[src/rtl/busy_table_param_pkg.sv]
// Shared defaults and helpers for the parametrised rename-stage busy table.
package busy_table_param_pkg;

    localparam int NUM_PREG_D = 128;
    localparam int PRW_D      = 7;
    localparam int RN_W_D     = 4;
    localparam int WK_W_D     = 7;
    localparam int CNT_W_D    = 8;

    // Mask with the lowest n bits set; selects the slots older than slot n.
    function automatic logic [31:0] lower_mask(input int n);
        return (32'd1 << n) - 32'd1;
    endfunction

endpackage

[src/rtl/busy_table_param_if.sv]
// Rename-group bus between the rename stage (master) and the busy table (slave).
interface busy_table_param_if
    import busy_table_param_pkg::*;
#(
    parameter int PRW   = PRW_D,
    parameter int RN_W  = RN_W_D,
    parameter int WK_W  = WK_W_D,
    parameter int CNT_W = CNT_W_D
);
    logic                     busy_stop;
    logic                     busy_flash;
    logic [WK_W-1:0]          unbusy_able;
    logic [WK_W*PRW-1:0]      unbusy_addr;
    logic [RN_W*2-1:0]        src_able;
    logic [RN_W*2*PRW-1:0]    src_addr;
    logic [RN_W-1:0]          rd_able;
    logic [RN_W*PRW-1:0]      rd_addr;

    logic [RN_W*2-1:0]        src_busy_out;
    logic [RN_W*2-1:0]        src_able_out;
    logic [RN_W*2*PRW-1:0]    src_addr_out;
    logic [RN_W-1:0]          rd_able_out;
    logic [RN_W*PRW-1:0]      rd_addr_out;
    logic [CNT_W-1:0]         busy_cnt;

    modport master (
        output busy_stop, busy_flash, unbusy_able, unbusy_addr,
               src_able, src_addr, rd_able, rd_addr,
        input  src_busy_out, src_able_out, src_addr_out,
               rd_able_out, rd_addr_out, busy_cnt
    );

    modport slave (
        input  busy_stop, busy_flash, unbusy_able, unbusy_addr,
               src_able, src_addr, rd_able, rd_addr,
        output src_busy_out, src_able_out, src_addr_out,
               rd_able_out, rd_addr_out, busy_cnt
    );

endinterface

[src/rtl/busy_table_param_lookup_port.sv]
// One source-operand readiness lookup with wakeup and older-slot bypass.
module busy_lookup_port #(
    parameter int PRW  = 7,
    parameter int RN_W = 4,
    parameter int WK_W = 7
) (
    input  logic                 src_able,
    input  logic [PRW-1:0]       src_addr,
    input  logic                 busy_bit,
    input  logic                 flash,
    input  logic [WK_W-1:0]      unbusy_able,
    input  logic [WK_W*PRW-1:0]  unbusy_addr,
    input  logic [RN_W-1:0]      older_able,
    input  logic [RN_W*PRW-1:0]  rd_addr,
    output logic                 src_busy
);

    logic wake_hit;
    logic older_hit;

    always_comb begin
        wake_hit  = 1'b0;
        older_hit = 1'b0;
        for (int k = 0; k < WK_W; k++) begin
            if (unbusy_able[k] && (unbusy_addr[k*PRW +: PRW] == src_addr))
                wake_hit = 1'b1;
        end
        // older_able already excludes this slot and every younger one
        for (int t = 0; t < RN_W; t++) begin
            if (older_able[t] && (rd_addr[t*PRW +: PRW] == src_addr))
                older_hit = 1'b1;
        end
        src_busy = !flash && src_able && (src_addr != '0)
                   && ((busy_bit && !wake_hit) || older_hit);
    end

endmodule

[src/rtl/busy_table_param.sv]
// Physical-register busy table with lookup bypass and busy counter.
// Define BUSY_OUTREG_EN to register every output except busy_cnt.
module busy_table_param
    import busy_table_param_pkg::*;
#(
    parameter int NUM_PREG = NUM_PREG_D,
    parameter int PRW      = PRW_D,
    parameter int RN_W     = RN_W_D,
    parameter int WK_W     = WK_W_D,
    parameter int CNT_W    = CNT_W_D
) (
    input  logic               clk,
    input  logic               rst,
    busy_table_param_if.slave  bus
);

    logic [NUM_PREG-1:0] busy_reg;
    logic [NUM_PREG-1:0] busy_next;
    logic [NUM_PREG-1:0] set_vec;
    logic [NUM_PREG-1:0] clr_vec;
    logic [CNT_W-1:0]    busy_cnt_reg;
    logic [CNT_W-1:0]    cnt_next;
    logic [RN_W*2-1:0]   src_busy_comb;

    // Allocation is applied after wakeup so it wins on a same-preg collision.
    always_comb begin
        set_vec = '0;
        clr_vec = '0;
        for (int s = 0; s < RN_W; s++) begin
            if (!bus.busy_stop && bus.rd_able[s])
                set_vec[bus.rd_addr[s*PRW +: PRW]] = 1'b1;
        end
        for (int k = 0; k < WK_W; k++) begin
            if (bus.unbusy_able[k])
                clr_vec[bus.unbusy_addr[k*PRW +: PRW]] = 1'b1;
        end
        busy_next    = bus.busy_flash ? '0 : ((busy_reg & ~clr_vec) | set_vec);
        busy_next[0] = 1'b0;
        cnt_next = '0;
        for (int p = 0; p < NUM_PREG; p++)
            cnt_next = cnt_next + CNT_W'(busy_next[p]);
    end

    always_ff @(posedge clk or posedge rst) begin
        if (rst) begin
            busy_reg     <= '0;
            busy_cnt_reg <= '0;
        end else begin
            busy_reg     <= busy_next;
            busy_cnt_reg <= cnt_next;
        end
    end

    assign bus.busy_cnt = busy_cnt_reg;

    generate
        for (genvar gi = 0; gi < RN_W*2; gi++) begin : g_lookup
            busy_lookup_port #(
                .PRW  (PRW),
                .RN_W (RN_W),
                .WK_W (WK_W)
            ) u_port (
                .src_able    (bus.src_able[gi]),
                .src_addr    (bus.src_addr[gi*PRW +: PRW]),
                .busy_bit    (busy_reg[bus.src_addr[gi*PRW +: PRW]]),
                .flash       (bus.busy_flash),
                .unbusy_able (bus.unbusy_able),
                .unbusy_addr (bus.unbusy_addr),
                .older_able  (bus.rd_able & RN_W'(lower_mask(gi/2))),
                .rd_addr     (bus.rd_addr),
                .src_busy    (src_busy_comb[gi])
            );
        end
    endgenerate

`ifdef BUSY_OUTREG_EN
    logic [RN_W*2-1:0]     src_busy_reg;
    logic [RN_W*2-1:0]     src_able_reg;
    logic [RN_W*2*PRW-1:0] src_addr_reg;
    logic [RN_W-1:0]       rd_able_reg;
    logic [RN_W*PRW-1:0]   rd_addr_reg;

    // Flush beats stall so no stale valid survives a stalled flush.
    always_ff @(posedge clk or posedge rst) begin
        if (rst) begin
            src_busy_reg <= '0;
            src_able_reg <= '0;
            src_addr_reg <= '0;
            rd_able_reg  <= '0;
            rd_addr_reg  <= '0;
        end else if (bus.busy_flash) begin
            src_busy_reg <= '0;
            src_able_reg <= '0;
            rd_able_reg  <= '0;
        end else if (!bus.busy_stop) begin
            src_busy_reg <= src_busy_comb;
            src_able_reg <= bus.src_able;
            src_addr_reg <= bus.src_addr;
            rd_able_reg  <= bus.rd_able;
            rd_addr_reg  <= bus.rd_addr;
        end
    end

    assign bus.src_busy_out = src_busy_reg;
    assign bus.src_able_out = src_able_reg;
    assign bus.src_addr_out = src_addr_reg;
    assign bus.rd_able_out  = rd_able_reg;
    assign bus.rd_addr_out  = rd_addr_reg;
`else
    assign bus.src_busy_out = src_busy_comb;
    assign bus.src_able_out = bus.src_able;
    assign bus.src_addr_out = bus.src_addr;
    assign bus.rd_able_out  = bus.rd_able;
    assign bus.rd_addr_out  = bus.rd_addr;
`endif

endmodule

[src/flat_wrapper.sv]
// flat-port wrapper written by rule: the top's interface ports become plain ports
module busy_table_param_flat import busy_table_param_pkg::*;
#(
    parameter int NUM_PREG = NUM_PREG_D,
    parameter int PRW      = PRW_D,
    parameter int RN_W     = RN_W_D,
    parameter int WK_W     = WK_W_D,
    parameter int CNT_W    = CNT_W_D
)
  (clk, rst, bus_busy_stop, bus_busy_flash, bus_unbusy_able, bus_unbusy_addr, bus_src_able, bus_src_addr, bus_rd_able, bus_rd_addr, bus_src_busy_out, bus_src_able_out, bus_src_addr_out, bus_rd_able_out, bus_rd_addr_out, bus_busy_cnt);
  busy_table_param_if #(.PRW(PRW), .RN_W(RN_W), .WK_W(WK_W), .CNT_W(CNT_W)) bus_i ();
  input  logic clk;
  input  logic rst;
  input wire logic [$bits(bus_i.busy_stop)-1:0] bus_busy_stop;
  input wire logic [$bits(bus_i.busy_flash)-1:0] bus_busy_flash;
  input wire logic [$bits(bus_i.unbusy_able)-1:0] bus_unbusy_able;
  input wire logic [$bits(bus_i.unbusy_addr)-1:0] bus_unbusy_addr;
  input wire logic [$bits(bus_i.src_able)-1:0] bus_src_able;
  input wire logic [$bits(bus_i.src_addr)-1:0] bus_src_addr;
  input wire logic [$bits(bus_i.rd_able)-1:0] bus_rd_able;
  input wire logic [$bits(bus_i.rd_addr)-1:0] bus_rd_addr;
  output wire logic [$bits(bus_i.src_busy_out)-1:0] bus_src_busy_out;
  output wire logic [$bits(bus_i.src_able_out)-1:0] bus_src_able_out;
  output wire logic [$bits(bus_i.src_addr_out)-1:0] bus_src_addr_out;
  output wire logic [$bits(bus_i.rd_able_out)-1:0] bus_rd_able_out;
  output wire logic [$bits(bus_i.rd_addr_out)-1:0] bus_rd_addr_out;
  output wire logic [$bits(bus_i.busy_cnt)-1:0] bus_busy_cnt;
  assign bus_i.busy_stop = bus_busy_stop;
  assign bus_i.busy_flash = bus_busy_flash;
  assign bus_i.unbusy_able = bus_unbusy_able;
  assign bus_i.unbusy_addr = bus_unbusy_addr;
  assign bus_i.src_able = bus_src_able;
  assign bus_i.src_addr = bus_src_addr;
  assign bus_i.rd_able = bus_rd_able;
  assign bus_i.rd_addr = bus_rd_addr;
  assign bus_src_busy_out = bus_i.src_busy_out;
  assign bus_src_able_out = bus_i.src_able_out;
  assign bus_src_addr_out = bus_i.src_addr_out;
  assign bus_rd_able_out = bus_i.rd_able_out;
  assign bus_rd_addr_out = bus_i.rd_addr_out;
  assign bus_busy_cnt = bus_i.busy_cnt;
  busy_table_param #(.NUM_PREG(NUM_PREG), .PRW(PRW), .RN_W(RN_W), .WK_W(WK_W), .CNT_W(CNT_W)) u_core (.clk(clk), .rst(rst), .bus(bus_i));
endmodule
[config.mk]
export PLATFORM = sky130hd
export DESIGN_NAME = busy_table_param_flat
export DESIGN_NICKNAME = d
export VERILOG_FILES = /design/src/rtl/busy_table_param_pkg.sv /design/src/rtl/busy_table_param_if.sv /design/src/rtl/busy_table_param_lookup_port.sv /design/src/rtl/busy_table_param.sv /design/src/flat_wrapper.sv
export SDC_FILE = /design/constraint.sdc
export NUM_CORES = 2
export LEC_CHECK = 0
export CAP_MARGIN = 20
export CORE_ASPECT_RATIO = 1.25
export CORE_MARGIN = 2
export CORE_UTILIZATION = 35
export DETAILED_ROUTE_END_ITERATION = 8
export SLEW_MARGIN = 20
export SYNTH_ARGS = -nofsm -noshare
export SYNTH_HDL_FRONTEND = slang
export SYNTH_SLANG_ARGS = --single-unit
[constraint.sdc]
create_clock -name clk -period 7 [get_ports clk]
set_input_delay 2.1 -clock clk [delete_from_list [all_inputs] [get_ports clk]]
set_output_delay 2.1 -clock clk [all_outputs]
set_load 0.01 [all_outputs]
==> results of run 1 <==
## stage by stage
step                      util, %  cells
after floorplan                 -   4080
after global placement      52.17   6815
after detailed placement    52.17   6815
after CTS                   54.78   6906
## cells in the mapped netlist (23+ instances only)
cell,count,area share [%]
o221ai_1,39,1.0
nand4_1,141,2.6
nor4_1,60,1.1
xor2_1,189,4.9
a21oi_1,93,1.4
fa_1,114,6.8
o22a_1,62,1.6
nor2b_1,68,1.3
or2_2,44,0.81
inv_1,149,1.7
dfrtp_1,135,10
and2_1,35,0.65
buf_4,143,3.2
nand3_1,108,1.6
ha_1,27,1.0
clkbuf_1,167,1.9
a31oi_1,23,0.43
o22ai_1,335,6.2
nand2b_1,29,0.54
mux4_2,262,17
nor3_1,124,1.8
o2111ai_1,56,1.5
buf_2,146,2.2
a221oi_1,45,1.2
nand2_1,326,3.6
xnor2_1,292,7.6
nor2_1,318,3.5
o21ai_0,116,1.7
buf_1,26,0.29
mux2i_1,38,1.1
and3_1,27,0.50
a22oi_1,61,1.4
## what timing repair did
item,CTS
buffers inserted,62
cloned,4
setup endpoints to repair,16
pin swaps,81
resized for setup,437
## logic make-up after synthesis
| group | Yosys count | synth area share (%) |
|---|---|---|
| fa+ha+maj | 141 | 7.754 |
| flops | 135 | 9.998 |
| compound gates | 993 | 20.39 |
| mux | 314 | 19.23 |
| xor+xnor | 481 | 12.47 |
| simple gates | 1363 | 20.19 |
| buf+inv | 653 | 9.972 |
## routing by layer
metal,GRT usage (%),GRT overflow
met4,66.12,1
met3,40.72,0
met1,65.18,0
met5,5.227,0
met2,84.24,7
==> impl_metrics.ini, run 1 <==
[grt]
grtUsageTotal_pct = 63.73
gr-total-overflow = 8
grt_pass1_wl_um = 435600
grt_max_degree = 136
grt_pass1_vias = 52150

[synthesis]
yosys_warnings = 0
seq_area_frac_synth_pct = 9.998
netlist_instances = 4080
synth_edf_count = 0
synth-seq-cells = 135
ys_async_sr_fraction_pct = 100.0
synthDistinctLibCells = 84
avgSynthCellArea_um2 = 8.282
mappedNetlistNets = 4377
ys.flop_type = dfrtp_1
synthesis.area_mm2 = 0.03379

[clock_tree]
cts_buffers = 17
ctsHoldBuffers = 0
cts-root-buf = clkbuf_16
cts_sinks = 135
htree_levels = 4
cts_buffer_depth = 2

[die]
initial_core_util_pct = 35.26
boundaryPins = 268
rows = 127
die_w_um = 281.9
die_h_um = 351.4

[placement]
port_buffers = 267
place_congestion = 1.283
postPlaceCellArea_mm2 = 0.04998
dp_hpwl_um = 240700
place_ws_ns = -4.417

[status]
status = did not finish
stop_stage = global routing (5_1_grt)
error_line = [ERROR GRT-0116] Global routing finished with congestion. Check the congestion regions in the DRC Viewer.
==> run 2: changes to the inputs <==
--- a/config.mk
+++ b/config.mk
@@ -6,10 +6,10 @@
 export NUM_CORES = 2
 export LEC_CHECK = 0
 export CAP_MARGIN = 20
-export CORE_ASPECT_RATIO = 1.25
 export CORE_MARGIN = 2
-export CORE_UTILIZATION = 35
+export CORE_UTILIZATION = 20
 export DETAILED_ROUTE_END_ITERATION = 8
+export PLACE_DENSITY_LB_ADDON = 0.15
 export SLEW_MARGIN = 20
 export SYNTH_ARGS = -nofsm -noshare
 export SYNTH_HDL_FRONTEND = slang
==> constraint.sdc (replaced) <==
create_clock -name clk -period 9.1 [get_ports clk]
set_input_delay 2.73 -clock clk [delete_from_list [all_inputs] [get_ports clk]]
set_output_delay 2.73 -clock clk [all_outputs]
set_load 0.01 [all_outputs]
==> impl_metrics.ini, run 2 <==
[cells_and_area]
layout_commonest_cell = buf_4
area_delta_synth_final_pct = 67.63
final_cell_mix = buf_4 (1452), xnor2_1 (289), o22ai_1 (284)
final_core_util_pct = 33.83
final_nets = 5946
fillers = 17660
largest_register_ffs = 127
instances_no_fill = 7885
drive_above_1_share_pct = 48.98

[clock_tree]
cts_sinks = 135
htree_levels = 4
clk_latency_ns = 0.48
cts_buffer_depth = 2
cts_buffers = 17
cts_tree = yes
clk_pin_slew_ns = 0.07
cts-root-buf = clkbuf_16

[synthesis]
yosys_warnings = 0
synth.area.top_cells = mux4_2 (17%), dfrtp_1 (10%), xnor2_1 (7.6%), fa_1 (6.8%), o22ai_1 (6.2%)
synth_edf_count = 0
yosys.area.top_type = mux4_2
synth_top_area_share_pct = 17.46
mappedNetlistNets = 4377
netlist_instances = 4080
synth_common_cells = o22ai_1 (335), nand2_1 (326), nor2_1 (318)
synth-seq-cells = 135
synthesis.area_mm2 = 0.03379
synthDistinctLibCells = 84
avgSynthCellArea_um2 = 8.282
yosysMostFrequentCell = o22ai_1
seq_area_frac_synth_pct = 9.998
ys.flop_type = dfrtp_1
ys_async_sr_fraction_pct = 100.0

[drt]
via_per_inst = 5.707
routedWlPerCell_um = 42.30
vias = 45000
remaining_drc_errors = 0
drt_iter0_markers = 5182
wl_um = 333500
ant_nets = 0
firstDrtPassIters = 5

[pwr]
finalPower_mw = 3.315
powerDensity_mw_per_mm2 = 58.53
cellInternalPower_mw = 1.834
p_comb_share_pct = 57.7
vdd_drop_max_uv = 141.4
p_clk_share_pct = 23.0
pwr-share-seq_pct = 19.3
switching_share_pct = 44.68
p_switching_mw = 1.481
p_leak_nw = 22.21

[timing]
slew_violations = 0
worstMarginPinSlew_ns = 1.220
setup_viol = 8
final.setup_skew_ns = 0.01601
fmax_mhz = 94.76
setup_tns_ns = -9.297
layout_worst_path_cycle_share_pct = 116.0
hold_viol = 0
rsz0062_at_grt = yes
fin_ws_ns = -1.453
period_minus_slack_ns = 10.55
relSlewSlack_pct = 18.38

[die]
boundaryPins = 268
initial_core_util_pct = 20.18
die_h_um = 415.0
die_w_um = 415.0
core-area_mm2 = 0.1674
dieArea_mm2 = 0.1723
rows = 150

[worst_setup_path]
worst_path_max_delay_cell = nor4_4
cp_data_required_time_ns = 9.50
worstPathMaxFanout = 6
max_stage_delay_ns = 0.62
path_class = input pin to flip-flop
cp-endpoint = u_core.bus.busy_cnt[6]$_DFF_PP0_
cp_common_cell = fa_1
reg2regPathDepth = 24
crit_path_start_kind = input pin
r2r-end = u_core.bus.busy_cnt[6]$_DFF_PP0_
timing.rr.start = u_core.busy_reg[118]$_DFF_PP0_
critPathCaptureType = flip-flop
rrSetupSlack_ns = 0.67
startpoint = bus_unbusy_addr[21]
arrival_ns = 10.95

[grt]
grt_pass1_vias = 44810
grt_max_degree = 66
grt_pass1_wl_um = 434000
grtUsageTotal_pct = 37.50
antenna_found_initial = 30
gr-total-overflow = 0

[run]
drv_cap = 0

[placement]
dp_hpwl_um = 284900
place_congestion = 1.092
port_buffers = 267
dp_cells = 7636

[hold_path]
hold_path.class = flip-flop to flip-flop

[status]
violations = negative setup slack
status = complete, but fails checks
run 2: cell counts after synthesis:
Identical to the previous run, type by type.
run 2: repair_timing:
action / 4_1_cts / 5_1_grt
hold buffers: 0 / 0
cloned: 4 / 2
endpoints found under the setup margin: 8 / 8
endpoints found under the hold margin: 0 / 0
pin swaps: 177 / 117
resized for setup: 984 / 228
setup buffers: 160 / 57
run 2: metrics by stage:
step / area [um2] / hold WS, ns / setup slack (ns)
final: 56640 / 0.6854 / -1.453
after global routing: 56590 / 0.7301 / -1.611
after CTS: 55440 / 0.6954 / -1.531
after detailed placement: 50450 / 0.7098 / -3.109
after global placement: 50450 / 0.7018 / -3.330
after floorplan: 34150 / 0.6074 / -1.109
run 2: worst min-delay path by stage:
stage	startpoint	to	cells past startpoint
global route	u_core.busy_reg[71]$_DFF_PP0_	u_core.busy_reg[71]$_DFF_PP0_	3
finish	u_core.busy_reg[71]$_DFF_PP0_	u_core.busy_reg[71]$_DFF_PP0_	3
floorplan	u_core.busy_reg[39]$_DFF_PP0_	u_core.busy_reg[39]$_DFF_PP0_	2
global placement	u_core.busy_reg[71]$_DFF_PP0_	u_core.busy_reg[71]$_DFF_PP0_	3
CTS	u_core.busy_reg[71]$_DFF_PP0_	u_core.busy_reg[71]$_DFF_PP0_	3
detailed placement	u_core.busy_reg[71]$_DFF_PP0_	u_core.busy_reg[71]$_DFF_PP0_	3
run 2: logic make-up after synthesis:
group	count (synthesis)	share of synthesized area (%)
AND/OR/NAND/NOR	1363	20.19
AO/OA/AOI/OAI	993	20.39
buffers and inverters	653	9.972
XOR/XNOR	481	12.47
multiplexers	314	19.23
adder cells (fa/ha/maj)	141	7.754
flip-flops	135	9.998
run 2: routing by layer:
metal | vias to the layer above | part of all wire, % | track usage [%]
li1 | 18490 | - | -
met1 | 23320 | 40 | 47.55
met2 | 2550 | 45 | 60.56
met3 | 627 | 6.8 | 4.693
met4 | 12 | 7.5 | 23.08
met5 | - | 0.024 | 0
run 2: power groups by stage:
stage | Combinational (mW) | Clock, mW | Sequential [mW]
3_5_place_dp | 1.72 | 0 | 0.649
3_3_place_gp | 1.73 | 0 | 0.649
5_1_grt | 1.97 | 0.792 | 0.639
6_report | 1.91 | 0.763 | 0.640
4_1_cts | 1.86 | 0.774 | 0.638
2_1_floorplan | 0.794 | 0 | 0.631
run 2: worst max-delay path: cells and delay by family:
kind,cells,cell delay (ns)
and+or+nand+nor,7,1.30
adders and majority gates,13,5.70
buffers and inverters,5,0.65
AOI/OAI and AO/OA,4,0.43
xor gates and xnor gates,1,0.13
run 2: area by class of cell:
type | count | area (um2) | share of cell area, %
clock buffers | 19 | 442.9 | 0.7820
flip-flops and latches | 135 | 3378 | 5.964
diodes | 20 | 50.05 | 0.08836
inverters | 149 | 569.3 | 1.005
well taps | 2204 | 2758 | 4.869
clock inverters | 12 | 141.4 | 0.2496
multi-input cells | 3292 | 30470 | 53.79
repair buffers | 2054 | 18830 | 33.25
(Power assumes the default switching activity.)
